**src/rtl/sub_bytes_step.sv**
```systemverilog
// AES SubBytes round step: substitutes the 16 bytes of a 128-bit state serially,
// one byte per clock through a single forward S-box, behind a start/finish handshake.
module sub_bytes_step (
  input  logic         clk,
  input  logic         rst,
  input  logic         start,
  input  logic [127:0] in,
  input  logic [127:0] key,
  output logic         finish,
  output logic [127:0] subbytesstep
);

  localparam logic [1:0] IDLE = 2'b00;
  localparam logic [1:0] BUSY = 2'b01;
  localparam logic [1:0] DONE = 2'b10;

  // Forward S-box, entry 0x00 in the most significant byte.
  localparam logic [2047:0] SBOX_TABLE = {
    128'h637c777bf26b6fc53001672bfed7ab76,
    128'hca82c97dfa5947f0add4a2af9ca472c0,
    128'hb7fd9326363ff7cc34a5e5f171d83115,
    128'h04c723c31896059a071280e2eb27b275,
    128'h09832c1a1b6e5aa0523bd6b329e32f84,
    128'h53d100ed20fcb15b6acbbe394a4c58cf,
    128'hd0efaafb434d338545f9027f503c9fa8,
    128'h51a3408f929d38f5bcb6da2110fff3d2,
    128'hcd0c13ec5f974417c4a77e3d645d1973,
    128'h60814fdc222a908846eeb814de5e0bdb,
    128'he0323a0a4906245cc2d3ac629195e479,
    128'he7c8376d8dd54ea96c56f4ea657aae08,
    128'hba78252e1ca6b4c6e8dd741f4bbd8b8a,
    128'h703eb5664803f60e613557b986c11d9e,
    128'he1f8981169d98e949b1e87e9ce5528df,
    128'h8ca1890dbfe6426841992d0fb054bb16
  };

  function automatic logic [7:0] sbox(input logic [7:0] a);
    return SBOX_TABLE[{~a, 3'b000} +: 8];
  endfunction

  logic [1:0]   state_q, state_d;
  logic [127:0] work_q, work_d;
  logic [3:0]   cnt_q, cnt_d;
  logic         finish_q, finish_d;
  logic [127:0] result_q, result_d;
  logic [7:0]   sub_byte;

  // The key only exists for port uniformity with the other round steps.
  logic unused_key;
  assign unused_key = ^key;

  always_comb begin
    state_d  = state_q;
    work_d   = work_q;
    cnt_d    = cnt_q;
    finish_d = finish_q;
    result_d = result_q;
    sub_byte = sbox(work_q[{cnt_q, 3'b000} +: 8]);
    case (state_q)
      IDLE: begin
        if (start) begin
          work_d   = in;
          cnt_d    = 4'd0;
          finish_d = 1'b0;
          state_d  = BUSY;
        end
      end
      BUSY: begin
        work_d[{cnt_q, 3'b000} +: 8] = sub_byte;
        cnt_d = cnt_q + 4'd1;
        // Publish the whole word at once so partial results never reach the output.
        if (cnt_q == 4'd15) begin
          result_d = work_d;
          finish_d = 1'b1;
          state_d  = DONE;
        end
      end
      DONE: begin
        if (!start) state_d = IDLE;
      end
      default: state_d = IDLE;
    endcase
  end

  always_ff @(posedge clk or negedge rst) begin
    if (!rst) begin
      state_q  <= IDLE;
      work_q   <= '0;
      cnt_q    <= '0;
      finish_q <= 1'b0;
      result_q <= '0;
    end else begin
      state_q  <= state_d;
      work_q   <= work_d;
      cnt_q    <= cnt_d;
      finish_q <= finish_d;
      result_q <= result_d;
    end
  end

  assign finish       = finish_q;
  assign subbytesstep = result_q;

endmodule

```
**config.mk**
```make
export PLATFORM = sky130hd
export DESIGN_NAME = sub_bytes_step
export DESIGN_NICKNAME = d
export VERILOG_FILES = /design/src/rtl/sub_bytes_step.sv
export SDC_FILE = /design/constraint.sdc
export NUM_CORES = 1
export LEC_CHECK = 0
export CORE_MARGIN = 2
export CORE_UTILIZATION = 30
export DETAILED_ROUTE_END_ITERATION = 16
export PLACE_DENSITY = 0.54
export SLEW_MARGIN = 20
export SYNTH_ARGS = -nofsm -noshare
export SYNTH_HDL_FRONTEND = slang
export SYNTH_SLANG_ARGS = --single-unit
```
**constraint.sdc**
```tcl
create_clock -name clk -period 5.83 [get_ports clk]
set_clock_uncertainty 0.05 [all_clocks]
set_input_delay 0.583 -clock clk [delete_from_list [all_inputs] [get_ports clk]]
set_output_delay 0.583 -clock clk [all_outputs]
set_load 0.01 [all_outputs]
```
==> impl_metrics.csv <==
group,metric,value,unit
min_path,hold_class,"in2async",
floorplanning,die_x,234,um
routing,drt_iter0_drc,2249,
clock_network,cts_root_buf,"clkbuf_16",
clock_network,clock_sinks,263,
timing,period_needed,5.33,ns
clock_network,post-cts-setup-buffers,0,
critical_path,critical_path_class,"reg2reg",
timing,fin_crit_sh,0.914,
global_routing,grt_max_degree,134,
clock_network,clkSlewWorstSetupHoldPaths,0.06,ns
synth,synth_edf_count,0,
floorplanning,rows,84,
run_status,status,"finished clean",
routing,drcViolationCount,0,
clock_network,htreeDepth,1,
timing,clock.fmax,188,MHz
synth,synth_top_area_cell,"dfrtp_1",
timing,drv_slew,0,
place,numPortBuffers,259,
floorplanning,die_y,234,um
timing,tns,0,ns
timing,rsz0062_at_grt,"false",
timing,setup-violations-final,0,
synth,ys_seq_area_frac,0.414,
cells_and_area,drive_above_1_share,0.139,
clock_network,clock_latency,0.58,ns
critical_path,cp-start-kind,"register",
flow_run,drv_cap,0,
routing,drtPass1Iterations,5,
timing,max_slew_margin,0.188,
floorplanning,die-area,0.0549,mm^2
synth,syn-num-nets,2137,
synth,ys_types,79,
synth,ys_ff_latch,263,
floorplanning,core-area,0.0524,mm^2
synth,ys_async_sr_fraction,1.00,
global_routing,track_usage,0.306,
clock_network,cts_tree,"yes",
cells_and_area,multi_input_area,0.00865,mm^2
routing,vias,17813,
cells_and_area,fillers,5271,
timing,tightestPinTransition,1.21,ns
clock_network,cts_buffer_depth,3,
routing,ant_nets,0,
synth,ys_warn_count,0,
synth,syn_area,0.0159,mm^2
synth,synthCells,1859,
floorplanning,num_io_pins,388,
cells_and_area,final_common_cell,"nand2_1",
critical_path,endpoint_kind,"register",
synth,syn_avg_cell_area,8.56,um^2
cells_and_area,regArea,0.00658,mm^2
synth,synth_flop_cell,"dfrtp_1",
place,hpwl,62800,um
routing,wl,84600,um
critical_path,crit_path_max_fanout,50,
critical_path,cp_data_arrival_time,5.75,ns
clock_network,numCtsBuffers,29,
routing,avgRoutedWirePerCell,29.2,um
critical_path,critical_path_required,6.26,ns
cells_and_area,mostFrequentLayoutCells,"nand2_1, dfrtp_1, clkdlybuf4s50_1",
synth,yosys.area.top_type_share,0.414,
global_routing,grt_pass1_vias,17261,
global_routing,antenna_found_initial,2,
synth,yosys-top-cells-area,"dfrtp_1, nand2_1, o21ai_0, a22oi_1, a21oi_1",
global_routing,globalRoute.totalOverflow,0,
timing,finalHoldViolCount,0,
floorplanning,start_util,0.303,
global_routing,grt_pass1_wl,122000,um
cells_and_area,area_growth,33.7,%
place,finalWeightedCongestion,0.979,
cells_and_area,final_nets,2465,
routing,via_per_inst,6.15,
timing repair:
action / in CTS / in global routing
hold endpoints to repair: 0 / 29
resized for setup: 0 / 0
hold buffers: 0 / 1
layout make-up:
| cell class | instances | share of cell area |
|---|---|---|
| antenna | 1 | 0.000118 |
| clock buffer | 43 | 0.0399 |
| clock inverter | 9 | 0.00418 |
| inverter | 12 | 0.00212 |
| multi-input combinational | 1434 | 0.407 |
| sequential | 263 | 0.309 |
| tap | 688 | 0.0405 |
| timing repair buffer | 447 | 0.197 |
cells by family (layout without fill, tap and decap cells):
logic type / after synthesis / after routing / share of synthesized area
compound gates: 719 / 719 / 0.285
xor+xnor: 2 / 2 / 0.00110
fa+ha+maj: 19 / 19 / 0.0149
buf+inv: 162 / 511 / 0.0477
flops: 263 / 263 / 0.414
mux: 47 / 47 / 0.0528
other cells: 0 / 1 / 0
simple gates: 647 / 647 / 0.184
metal layers:
metal,vias up,share of wire,GRT usage
met3,224,0.096,0.0579
met2,1134,0.44,0.467
met4,0,0.051,0.126
met1,8848,0.42,0.424
li1,7607,-,-
met5,-,0,0
synthesized netlist by cell type, types with 6 or more instances:
library cell,number
a2111oi_0,10
a211o_1,9
a211oi_1,15
a21o_1,6
a21oi_1,157
a221oi_1,8
a22oi_1,113
a311oi_1,15
a31oi_1,20
and2_1,7
and3_1,35
buf_1,11
buf_2,39
buf_4,7
buf_6,10
clkbuf_1,82
dfrtp_1,263
ha_1,19
inv_1,8
mux2i_1,13
mux4_2,28
nand2_1,297
nand2b_1,18
nand3_1,57
nand3b_1,7
nand4_1,10
nor2_1,124
nor3_1,43
nor4_1,7
o211ai_1,16
o21ai_0,219
o21ai_1,18
o21ai_2,8
o221ai_1,10
o22ai_1,23
o311ai_0,9
o31ai_1,10
or3_1,17
registers in the layout (all words and copies together), names as in the netlist:
register      flops
subbytesstep    128
work_q          128
cnt_q             4
state_q           2
finish            1
through the flow:
stage	std cells	instance area, um^2	util	setup slack, ns	hold slack [ns]
after floorplan	1859	15900	-	1.36	0.237
final	2897	21300	0.406	0.503	0.401
after detailed placement	2842	20300	0.387	0.605	0.408
after global routing	2896	21300	0.406	0.285	0.404
after global placement	2842	20300	0.387	0.615	0.406
after CTS	2894	21200	0.405	0.564	0.105
final timing paths:
path	from	end	slack [ns]	cells after the start
setup / recovery	cnt_q[1]$_DFFE_PN0P_	work_q[40]$_DFFE_PN0P_	0.50	13
hold / removal	rst	subbytesstep[71]$_DFFE_PN0P_	0.40	2
setup reg to reg	cnt_q[1]$_DFFE_PN0P_	work_q[40]$_DFFE_PN0P_	0.50	13
hold reg to reg	subbytesstep[44]$_DFFE_PN0P_	subbytesstep[44]$_DFFE_PN0P_	0.42	2
max in group asynchronous	rst	subbytesstep[48]$_DFFE_PN0P_	4.28	3
min in group clk	subbytesstep[44]$_DFFE_PN0P_	subbytesstep[44]$_DFFE_PN0P_	0.42	2
critical path, stage by stage, from the launching register on:
cell	delay (ns)
dfrtp_2	0.76
buf_4	0.29
mux4_2	0.53
mux2_2	0.38
mux2i_4	0.43
inv_2	0.21
buf_12	0.23
nor3_1	0.46
a211o_1	0.21
a311oi_1	0.08
nor4_1	0.77
nand2_1	0.23
buf_4	0.31
o21ai_0	0.21
Power is not shown: default switching activity piles up to over one toggle a cycle in this logic, so the estimate is an artifact.
